$ cat config.mk
export PLATFORM = sky130hd
export DESIGN_NAME = fpu_status_collector_flat
export DESIGN_NICKNAME = d
export VERILOG_FILES = /design/src/rtl/fpu_status_collector_if.sv /design/src/rtl/fpu_status_collector.sv /design/src/flat_wrapper.sv
export SDC_FILE = /design/constraint.sdc
export NUM_CORES = 1
export LEC_CHECK = 0
export ABC_AREA = 0
export BUFFER_PORTS_ARGS = -buffer_cell sky130_fd_sc_hd__buf_2
export CORE_AREA = 2 2 68 70
export DETAILED_ROUTE_END_ITERATION = 12
export DIE_AREA = 0 0 70 72
export HOLD_SLACK_MARGIN = 0.06
export PLACE_DENSITY = 0.75
export SLEW_MARGIN = 20
export SYNTH_ARGS = -nofsm -noshare
export SYNTH_HDL_FRONTEND = slang
export SYNTH_SLANG_ARGS = --single-unit
$ cat constraint.sdc
create_clock -name clk -period 1.9 [get_ports clk]
set_input_delay 0.095 -clock clk [delete_from_list [all_inputs] [get_ports clk]]
set_output_delay 0.095 -clock clk [all_outputs]
set_load 0.1 [all_outputs]
$ cat src/rtl/fpu_status_collector_if.sv
// rtl/fpu_status_collector_if.sv - op-completion bus from FPU execution units to the status collector
interface fpu_status_collector_if #(
  parameter int NUM_SRC = 16,
  parameter int FLAG_W  = 2,
  parameter int ADDR_W  = 4
);
  logic [ADDR_W-1:0]         addr;
  logic                      op_valid;
  logic [NUM_SRC*FLAG_W-1:0] src_flags;
  logic [NUM_SRC-1:0]        src_mask;

  modport master (output addr, op_valid, src_flags, src_mask);
  modport slave  (input  addr, op_valid, src_flags, src_mask);
endinterface

$ cat src/rtl/fpu_status_collector.sv
// rtl/fpu_status_collector.sv - per-op FPU flag select, sticky accumulation, event counters, irq
module fpu_status_collector #(
  parameter int NUM_SRC = 16,
  parameter int FLAG_W  = 2,
  parameter int ADDR_W  = 4,
  parameter int CNT_W   = 8
) (
  input  logic                      clk,
  input  logic                      rst,
  fpu_status_collector_if.slave     op,
  input  logic                      sticky_clr,
  input  logic [FLAG_W-1:0]         irq_en,
  output logic [FLAG_W-1:0]         flag,
  output logic                      flag_valid,
  output logic [FLAG_W-1:0]         sticky,
  output logic                      irq,
  output logic [FLAG_W*CNT_W-1:0]   evt_cnt
);

  logic [FLAG_W-1:0] sel;
  logic [FLAG_W-1:0] cap;
  logic [FLAG_W-1:0] sticky_next;

  // Slot 0 is the no-op slot; out-of-range addresses never match any slot.
  always_comb begin
    sel = '0;
    for (int i = 0; i < NUM_SRC; i++) begin
      if (i != 0 && op.addr == ADDR_W'(i) && !op.src_mask[i]) begin
        sel = op.src_flags[i*FLAG_W +: FLAG_W];
      end
    end
  end

  // New flags win over a simultaneous clear.
  always_comb begin
    cap         = op.op_valid ? sel : '0;
    sticky_next = (sticky_clr ? '0 : sticky) | cap;
  end

  always_ff @(posedge clk or negedge rst) begin
    if (!rst) begin
      flag       <= '0;
      flag_valid <= 1'b0;
      sticky     <= '0;
      irq        <= 1'b0;
    end else begin
      flag_valid <= op.op_valid;
      if (op.op_valid) begin
        flag <= sel;
      end
      sticky <= sticky_next;
      irq    <= |(sticky_next & irq_en);
    end
  end

  for (genvar j = 0; j < FLAG_W; j++) begin : g_cnt
    logic [CNT_W-1:0] cnt_q;

    always_ff @(posedge clk or negedge rst) begin
      if (!rst) begin
        cnt_q <= '0;
      end else if (sticky_clr) begin
        cnt_q <= CNT_W'(cap[j]);
      end else if (cap[j] && cnt_q != {CNT_W{1'b1}}) begin
        cnt_q <= cnt_q + CNT_W'(1);
      end
    end

    assign evt_cnt[j*CNT_W +: CNT_W] = cnt_q;
  end

endmodule
$ cat src/flat_wrapper.sv
// flat-port wrapper written by rule: the top's interface ports become plain ports
module fpu_status_collector_flat 
#(
  parameter int NUM_SRC = 16,
  parameter int FLAG_W  = 2,
  parameter int ADDR_W  = 4,
  parameter int CNT_W   = 8
)
  (clk, rst, sticky_clr, irq_en, flag, flag_valid, sticky, irq, evt_cnt, op_addr, op_op_valid, op_src_flags, op_src_mask);
  fpu_status_collector_if #(.NUM_SRC(NUM_SRC), .FLAG_W(FLAG_W), .ADDR_W(ADDR_W)) op_i ();
  input  logic clk;
  input  logic rst;
  input  logic sticky_clr;
  input  logic [FLAG_W-1:0] irq_en;
  output logic [FLAG_W-1:0] flag;
  output logic flag_valid;
  output logic [FLAG_W-1:0] sticky;
  output logic irq;
  output logic [FLAG_W*CNT_W-1:0] evt_cnt;
  input wire logic [$bits(op_i.addr)-1:0] op_addr;
  input wire logic [$bits(op_i.op_valid)-1:0] op_op_valid;
  input wire logic [$bits(op_i.src_flags)-1:0] op_src_flags;
  input wire logic [$bits(op_i.src_mask)-1:0] op_src_mask;
  assign op_i.addr = op_addr;
  assign op_i.op_valid = op_op_valid;
  assign op_i.src_flags = op_src_flags;
  assign op_i.src_mask = op_src_mask;
  fpu_status_collector #(.NUM_SRC(NUM_SRC), .FLAG_W(FLAG_W), .ADDR_W(ADDR_W), .CNT_W(CNT_W)) u_core (.clk(clk), .rst(rst), .op(op_i), .sticky_clr(sticky_clr), .irq_en(irq_en), .flag(flag), .flag_valid(flag_valid), .sticky(sticky), .irq(irq), .evt_cnt(evt_cnt));
endmodule
==> results of run 1 <==
==> flip-flops by register name (all words and copies together) (netlist names) <==
| register | flops |
|---|---|
| u_core.g_cnt.cnt_q | 16 |
| u_core.flag | 2 |
| u_core.sticky | 2 |
| u_core.flag_valid | 1 |
| u_core.irq | 1 |
==> repair_timing <==
item / in CTS / in global routing
hold endpoints to repair: 24 / 0
gates resized for setup: 2 / 19
pin swaps: 0 / 7
hold buffers: 4 / 0
buffers inserted: 0 / 9
endpoints found under the setup margin: 2 / 17
==> area by class of cell <==
type                       count  area, sq um
fill                         373         1573
multi-input combinational    162         1239
timing repair buffer         114        708.2
sequential                    22        586.8
tap                           52        65.06
clock buffer                   4        55.05
inverter                      10        37.54
==> worst reg2reg max path, cell delays in order (launching register included) <==
cell	delay (ns)
dfrtp_4	0.49
and3_4	0.20
nand3_4	0.12
nor2_4	0.07
a2111oi_4	0.29
nor2_4	0.09
buf_4	0.15
o31ai_1	0.24
a21oi_1	0.10
==> kinds of logic (layout without fill, tap and decap cells) <==
group                    Yosys count  in the layout  share of synthesized area (%)
AO/OA/AOI/OAI                     56             56                          25.17
adder cells (fa/ha/maj)            2              2                          1.394
multiplexers                       3              3                          1.743
XOR/XNOR                           2              2                         0.9765
flip-flops                        22             22                          30.68
AND/OR/NAND/NOR                   99             99                          34.10
buffers and inverters             19            128                          5.927
==> worst max-delay path by stage <==
stage                     slack (ns)                                  from                                   end  depth (start not counted)
after floorplan                -0.06  u_core.g_cnt[0].cnt_q[2]$_DFFE_PN0P_  u_core.g_cnt[0].cnt_q[7]$_DFFE_PN0P_                          7
after global placement         -0.32                            op_addr[0]  u_core.g_cnt[1].cnt_q[1]$_DFFE_PN0P_                          8
after detailed placement       -0.32                            op_addr[1]  u_core.g_cnt[0].cnt_q[7]$_DFFE_PN0P_                          9
after CTS                     -0.001                            op_addr[0]  u_core.g_cnt[0].cnt_q[7]$_DFFE_PN0P_                         10
after global routing           -0.07                            op_addr[0]  u_core.g_cnt[0].cnt_q[7]$_DFFE_PN0P_                         11
final                       -0.00002                            op_addr[0]  u_core.g_cnt[0].cnt_q[7]$_DFFE_PN0P_                         11
==> layout by cell type (no fill, tap or decap), drive strengths merged, types with 3 or more instances in the layout <==
cell type    instances
a211oi               3
a21oi               10
a41o                 4
and2                 3
and3                 5
buf                110
clkbuf               4
dfrtp               22
dlygate4sd3          4
inv                  9
nand2               13
nand3               10
nand3b               3
nand4b               5
nor2                21
nor2b                4
nor3                 3
nor3b                4
nor4b                5
o21ai               12
o31ai                3
or3                  3
==> power by group through the flow <==
| stage | logic, mW | registers (mW) | clock network, mW |
|---|---|---|---|
| global placement | 0.487 | 0.526 | 0 |
| global route | 0.574 | 0.519 | 0.360 |
| finish | 0.539 | 0.515 | 0.333 |
| floorplan | 0.145 | 0.707 | 0 |
| detailed placement | 0.492 | 0.525 | 0 |
| CTS | 0.503 | 0.515 | 0.344 |
==> layer usage <==
| layer | GRT usage, % | wire length (um) |
|---|---|---|
| met1 | 28.61 | 2414 |
| met2 | 33.54 | 2561 |
| met3 | 3.472 | 422 |
| met4 | 7.265 | 114 |
| met5 | 0 | 0 |
==> qor.yml, run 1 <==
p_sw_share_pct: 37.36
cts_root_buffer: "clkbuf_8"
ff2ff_path_depth: 8
synthTopCellsByCount: "dfrtp_1 (22), nor2_1 (20), nand2_1 (13)"
p_comb_share_pct: 38.9
pwr-share-clk_pct: 24.0
grt_remaining_overflow: 0
grt_max_degree: 23
synth_top_area_share_pct: 30.68
status: "finished with violations"
synth_area_per_cell_sq_um: 8.839
first_iter_violations: 130
cellPowerDensity_mw_per_mm2: 515.3
worstPathMaxFanout: 12
fin_worst_skew_ns: 0.005366
ys.flop_type: "dfrtp_1"
slowest_delay_ns: 0.34
cts_sinks: 22
crit_buf_inv: 4
nNetsFinal: 373
final_antenna_net_count: 0
cts.clk_slew.worst_paths_ns: 0.08
syn_inst: 203
grt_usage_pct: 20.83
portBuffers: 76
cts_tree: "built"
placed_area_sq_mm: 0.002444
worst_pin_slew_ns: 0.4863
syn_to_final_growth_pct: 50.00
drc_errors: 0
violations: "negative setup slack"
reg2reg_to: "u_core.g_cnt[0].cnt_q[7]$_DFFE_PN0P_"
cp_data_required_time_ns: 2.03
hp-start: "op_op_valid"
dp_slack_ns: -0.3150
synth_edf_count: 0
internal_power_uw: 868.7
hold_path.class: "in -> reg"
die_h_um: 72
stdcell_area_sq_mm: 0.002691
min_to: "u_core.flag[0]$_DFFE_PN0P_"
yosysWarnings: 0
dieArea_sq_mm: 0.005040
power.switching_uw: 518.2
fin_crit_sh_pct: 100.0
dp_hpwl_um: 4037
cts_made_buffers: 3
rows: 24
startpoint_type: "input pin"
yosysSeqAreaShare_pct: 30.68
cts_max_path_buffers: 2
cap_violations: 0
synth_fp_nets: 263
die_w_um: 70
rsz0062_at_grt: "yes"
first_pass_iters: 4
finalWirelength_um: 5513
n_antenna_cell: 0
place_inst: 347
whs_path_depth: 2
maxSlewHeadroom_pct: 67.58
fin_setup_tns_ns: -0.00002265
setup_slack_ns: -0.00002265
avgViaCountPerCell: 5.632
power.total_mw: 1.387
grt_antenna_before_repair: 0
seqPwrFrac_pct: 37.1
num_vias: 2050
path_class: "in -> reg"
crit_arrival_ns: 2.03
ios: 80
synth_seq_cells: 22
path_cells: "buf_12 > buf_6 > or2b_1 > buf_4 > a211oi_4 > a221oi_4 > o31ai_4 > nor2_4 > buf_4 > o31ai_1 > a21oi_1"
clk_latency_ns: 0.26
grt_pass1_vias: 1915
async_reset_ff_share_pct: 100.0
hold_viol: 0
drive_above_1_share_pct: 50.32
yosysMostFrequentCell: "dfrtp_1"
cp_slowest_cell: "o31ai_4"
core-area_sq_mm: 0.004264
worstSetupEndpointType: "register"
post_drt_wl_per_cell_um: 15.15
yosysTopAreaCell: "dfrtp_1"
synth.distinct_cells: 72
final_cells: 364
whs_ns: 0.1468
vdd_ir_drop_max_uv: 502.4
crit_top_cell: "buf_4"
grt_pass1_wl_um: 8700
drv_slew: 0
rrSetupSlack_ns: 0.03
p_leak_nw: 1.214
setup_viol: 1
htree_levels: 1
start_util_pct: 42.08
post-route-util_pct: 63.12
r2r_start: "u_core.g_cnt[0].cnt_q[3]$_DFFE_PN0P_"
fin_crit_ns: 1.900
synth_area_sq_mm: 0.001794
gp_congestion: 1.049
synthTopCellsByArea: "dfrtp_1 (31%), nor2_1 (4.2%), o21ai_0 (3.1%)"
critical-path-top-delay-family: "compound AO/OA/AOI/OAI gates"
fmax_mhz: 526.3
Power figures use the tool's default switching activity.
==> run 2: changes to the inputs <==
--- a/config.mk
+++ b/config.mk
@@ -11,8 +11,10 @@
 export DETAILED_ROUTE_END_ITERATION = 12
 export DIE_AREA = 0 0 70 72
 export HOLD_SLACK_MARGIN = 0.06
+export MAX_ROUTING_LAYER = met4
 export PLACE_DENSITY = 0.75
 export SLEW_MARGIN = 20
 export SYNTH_ARGS = -nofsm -noshare
 export SYNTH_HDL_FRONTEND = slang
 export SYNTH_SLANG_ARGS = --single-unit
+export TNS_END_PERCENT = 10
==> run 2 against run 1 <==
The run now ends clean; maximum frequency grew 0.48%; final cell count grew 0.55%; clock power shrank 9.0%; sequential power is essentially flat; flip-flop and latch count is the same; hold slack lost 0.0098 ns; utilization shrank 0.53 points; sequential share of layout area is essentially flat; largest cell class unchanged; largest power group unchanged; highest routed layer unchanged.
==> qor.yml, run 2 (same netlist as run 1, synthesis figures left out) <==
status: "finished clean"
regArea_sq_um: 581.8
cap_violations: 0
worstSetupEndpointType: "register"
die_h_um: 72
final_antenna_net_count: 0
ios: 80
rows: 24
fin_worst_skew_ns: 0.004431
vdd_ir_drop_max_uv: 528.2
grt_antenna_before_repair: 0
worst_pin_slew_ns: 0.4946
hp-start: "op_op_valid"
path_class: "reg -> reg"
cts_max_path_buffers: 2
dieArea_sq_mm: 0.005040
internal_power_uw: 828.4
drc_errors: 0
fillerInstances: 381
hold_viol: 0
grt_max_degree: 23
power.switching_uw: 524.8
clk_latency_ns: 0.26
whs_ns: 0.1370
num_vias: 2066
htree_levels: 1
cts_made_buffers: 3
drv_slew: 0
cts_tree: "built"
top_regs: "u_core.g_cnt.cnt_q (16), u_core.flag (2), u_core.sticky (2)"
mostFrequentLayoutCells: "buf_2 (74), buf_4 (35), nor2_1 (19), nand2_1 (12)"
grt_pass1_vias: 2040
maxSlewHeadroom_pct: 67.03
grt_remaining_overflow: 0
setup_viol: 0
regMostFlops: "u_core.g_cnt.cnt_q"
crit_path_start: "u_core.g_cnt[0].cnt_q[1]$_DFFE_PN0P_"
final_cells: 366
min_to: "u_core.flag_valid$_DFF_PN0_"
avgViaCountPerCell: 5.645
pwr-share-clk_pct: 22.4
ff2ff_path_depth: 7
portBuffers: 76
place_inst: 353
gp_congestion: 0.8821
first_pass_iters: 4
whs_path_depth: 2
syn_to_final_growth_pct: 48.74
grt_pass1_wl_um: 8907
crit_arrival_ns: 2.09
n_antenna_cell: 0
worstPathMaxFanout: 8
dp_hpwl_um: 4100
p_leak_nw: 1.218
die_w_um: 70
r2r_start: "u_core.g_cnt[0].cnt_q[1]$_DFFE_PN0P_"
final_common_cell: "buf_2"
hold_path.class: "in -> reg"
rsz0062_at_grt: "yes"
start_util_pct: 42.08
p_sw_share_pct: 38.78
seqPwrFrac_pct: 38.2
post_drt_wl_per_cell_um: 14.84
core-area_sq_mm: 0.004264
fin_crit_sh_pct: 99.52
startpoint_type: "register"
multi_input_comb_area_sq_mm: 0.001231
cellPowerDensity_mw_per_mm2: 507.0
largest_reg_flops: 16
nNetsFinal: 375
first_iter_violations: 98
grt_usage_pct: 21.71
cts_sinks: 22
cts_root_buffer: "clkbuf_8"
cp_data_required_time_ns: 2.10
post-route-util_pct: 62.59
p_comb_share_pct: 39.4
finalWirelength_um: 5430
reg2reg_to: "u_core.g_cnt[0].cnt_q[7]$_DFFE_PN0P_"
fin_crit_ns: 1.891
fmax_mhz: 528.8
cts.clk_slew.worst_paths_ns: 0.08
drive_above_1_share_pct: 51.27
rrSetupSlack_ns: 0.009
power.total_mw: 1.353
[run 2: timing repair]
action	4_1_cts	5_1_grt
hold buffers	3	0
endpoints found under the hold margin	23	0
gates resized for setup	4	15
setup buffers	3	3
pin swaps	3	8
endpoints found under the setup margin	13	17
[run 2: worst max-delay path by stage]
stage,end,slack [ns],cells past startpoint
5_1_grt,u_core.g_cnt[0].cnt_q[7]$_DFFE_PN0P_,-0.08,7
6_report,u_core.g_cnt[0].cnt_q[7]$_DFFE_PN0P_,0.009,7
3_3_place_gp,u_core.g_cnt[1].cnt_q[5]$_DFFE_PN0P_,-0.31,10
3_5_place_dp,u_core.g_cnt[0].cnt_q[7]$_DFFE_PN0P_,-0.39,9
2_1_floorplan,u_core.g_cnt[0].cnt_q[7]$_DFFE_PN0P_,-0.07,7
4_1_cts,u_core.g_cnt[0].cnt_q[7]$_DFFE_PN0P_,-0.02,8
[run 2: layout make-up]
class | count | area share, %
multi-input cells | 162 | 46.13
repair buffers | 116 | 26.54
flip-flops and latches | 22 | 21.80
well taps | 52 | 2.438
clock buffers | 4 | 1.688
inverters | 10 | 1.406
[run 2: metrics by stage]
step / cell area (sq um) / setup WS [ns] / setup TNS [ns]
2_1_floorplan: 1872 / -0.06538 / -0.2537
3_3_place_gp: 2481 / -0.3137 / -4.512
3_5_place_dp: 2481 / -0.3942 / -5.377
4_1_cts: 2589 / -0.01951 / -0.01951
5_1_grt: 2669 / -0.08489 / -0.3054
6_report: 2669 / 0.009068 / 0
[run 2: power groups by stage]
stage,Clock [mW],Combinational (mW),Sequential (mW)
3_5_place_dp,0,0.499,0.525
3_3_place_gp,0,0.493,0.525
5_1_grt,0.318,0.572,0.520
6_report,0.303,0.534,0.516
2_1_floorplan,0,0.145,0.705
4_1_cts,0.303,0.513,0.517
[run 2: metal layers]
metal	track usage [%]	wire length (um)	vias to the layer above	share of wire, %
li1	-	-	1004	-
met1	27.40	2398	974	44
met2	36.51	2640	78	49
met3	3.056	308	10	5.7
met4	6.624	82	0	1.5
met5	-	0	-	0
[run 2: critical path, stage by stage (launching register included)]
cell and delay (ns):
dfrtp_4 0.52, ha_4 0.19, nand2_2 0.09, nor2_4 0.06, a2111oi_4 0.29, nor2_4 0.12
or4_4 0.43, a21oi_2 0.12
==> run 3: changes to the inputs <==
==> constraint.sdc (replaced) <==
create_clock -name clk -period 1.9 [get_ports clk]
set_input_delay 0.19 -clock clk [delete_from_list [all_inputs] [get_ports clk]]
set_output_delay 0.19 -clock clk [all_outputs]
set_load 0.1 [all_outputs]
==> run 3 against run 2 <==
First-iteration DRC count down 23%; maximum frequency down 6.2%; critical endpoint unchanged; the flow now finishes with violations (negative setup slack); utilization up 0.94 points; hold slack better by 0.0052 ns; largest cell class unchanged; clock power up 8.9%; sequential share of layout area down 0.32 points; non-clock buffer count down 1; critical path type unchanged; count of clock-buffer cells in the layout unchanged.
==> qor.yml, run 3 (same netlist as run 1, synthesis figures left out) <==
grt_remaining_overflow: 0
vdd_ir_drop_max_uv: 576.6
worstPathMaxFanout: 8
grt_antenna_before_repair: 0
first_pass_iters: 4
drc_errors: 0
maxSlewHeadroom_pct: 67.35
top_regs: "u_core.g_cnt.cnt_q (16), u_core.flag (2), u_core.sticky (2)"
grt_pass1_vias: 1950
largest_reg_flops: 16
final_common_cell: "buf_2"
drive_above_1_share_pct: 53.35
clk_latency_ns: 0.26
placed_area_sq_mm: 0.002499
avgViaCountPerCell: 5.658
grt_max_degree: 23
crit_buf_inv: 0
crit_top_cell: "nor2_4"
setup_viol: 4
nNetsFinal: 374
cts_max_path_buffers: 2
critical-path-top-delay-family: "simple AND/OR/NAND/NOR gates"
regMostFlops: "u_core.g_cnt.cnt_q"
stdcell_area_sq_mm: 0.002709
cts.clk_slew.worst_paths_ns: 0.08
num_vias: 2065
slowest_delay_ns: 0.47
multi_input_comb_area_sq_mm: 0.001274
cts_root_buffer: "clkbuf_8"
gp_congestion: 0.8639
power.total_mw: 1.375
hold_viol: 0
worstSetupEndpointType: "register"
cellPowerDensity_mw_per_mm2: 507.6
n_antenna_cell: 0
cap_violations: 0
mostFrequentLayoutCells: "buf_2 (74), buf_4 (36), nor2_1 (18), nand2_1 (12), dfrtp_2 (10)"
path_class: "reg -> reg"
die_h_um: 72
cts_tree: "built"
fmax_mhz: 496.1
cp_slowest_cell: "dfrtp_4"
ios: 80
rows: 24
post_drt_wl_per_cell_um: 15.10
fin_setup_tns_ns: -0.1550
p_leak_nw: 1.245
fin_crit_ns: 2.016
start_util_pct: 42.08
fillerInstances: 375
ff2ff_path_depth: 7
fin_worst_skew_ns: 0.002077
startpoint_type: "register"
violations: "negative setup slack"
first_iter_violations: 75
cts_made_buffers: 3
crit_arrival_ns: 2.20
core-area_sq_mm: 0.004264
portBuffers: 76
rrSetupSlack_ns: -0.12
worstSetupEndpoint: "u_core.g_cnt[0].cnt_q[7]$_DFFE_PN0P_"
drv_slew: 0
cp.depth: 7
regArea_sq_um: 581.8
crit_path_start: "u_core.g_cnt[0].cnt_q[4]$_DFFE_PN0P_"
cts_sinks: 22
dieArea_sq_mm: 0.005040
syn_to_final_growth_pct: 50.98
worst_pin_slew_ns: 0.4932
whs_ns: 0.1422
die_w_um: 70
fin_crit_sh_pct: 106.1
path_cells: "and3_4 > nand3_4 > nor2_4 > a2111oi_4 > nor2_4 > or4_4 > a21oi_2"
reg2reg_to: "u_core.g_cnt[0].cnt_q[7]$_DFFE_PN0P_"
status: "finished with violations"
r2r_start: "u_core.g_cnt[0].cnt_q[4]$_DFFE_PN0P_"
setup_slack_ns: -0.1158
grt_pass1_wl_um: 8749
hold_path.class: "in -> reg"
dp_slack_ns: -0.4148
finalWirelength_um: 5511
cp_data_required_time_ns: 2.08
htree_levels: 1
rsz0062_at_grt: "yes"
dp_hpwl_um: 4133
grt_usage_pct: 21.55
final_antenna_net_count: 0
[run 3: worst reg2reg max path, delay by kind of cell, from the launching register on]
family	cells	cell delay, ns
AND/OR/NAND/NOR	5	0.88
AO/OA/AOI/OAI	2	0.58
flip-flops	1	0.47
[run 3: stage by stage]
step	cells	util, %
2_1_floorplan	203	-
3_3_place_gp	354	58.60
3_5_place_dp	354	58.60
4_1_cts	360	60.89
5_1_grt	365	63.53
6_report	365	63.53
[run 3: timing repair]
action,in CTS,in global routing
hold buffers,1,0
pin swaps,9,9
gates cloned,0,0
endpoints found under the setup margin,15,18
hold endpoints to repair,22,0
buffers inserted,1,5
resized for setup,6,18
[run 3: area by class of cell]
cell class / instances / area share, %
clock buffers: 4 / 2.032
repair buffers: 115 / 25.68
inverters: 10 / 1.386
multi-input cells: 162 / 47.02
flip-flops and latches: 22 / 21.48
well taps: 52 / 2.402
[run 3: report_power, final]
part | switching (mW) | internal [mW]
sequential | 0.0173 | 0.496
clock | 0.146 | 0.184
combinational | 0.353 | 0.178
total | 0.517 | 0.858
[run 3: metal layers]
| layer | vias to the layer above | part of all wire (%) | track usage (%) |
|---|---|---|---|
| met5 | - | 0 | - |
| met2 | 77 | 49 | 35.77 |
| met4 | 0 | 1.6 | 6.624 |
| met3 | 8 | 6.6 | 2.500 |
| li1 | 1007 | - | - |
| met1 | 973 | 43 | 27.92 |
[run 3: worst min path at each step]
stage	startpoint	to	slack, ns	cells after the start
5_1_grt	op_op_valid	u_core.flag_valid$_DFF_PN0_	0.14	1
2_1_floorplan	rst	u_core.flag[0]$_DFFE_PN0P_	-0.11	0
6_report	op_op_valid	u_core.flag_valid$_DFF_PN0_	0.14	1
4_1_cts	op_op_valid	u_core.flag_valid$_DFF_PN0_	0.13	1
3_3_place_gp	rst	u_core.flag[1]$_DFFE_PN0P_	0.18	1
3_5_place_dp	rst	u_core.g_cnt[1].cnt_q[7]$_DFFE_PN0P_	0.18	1
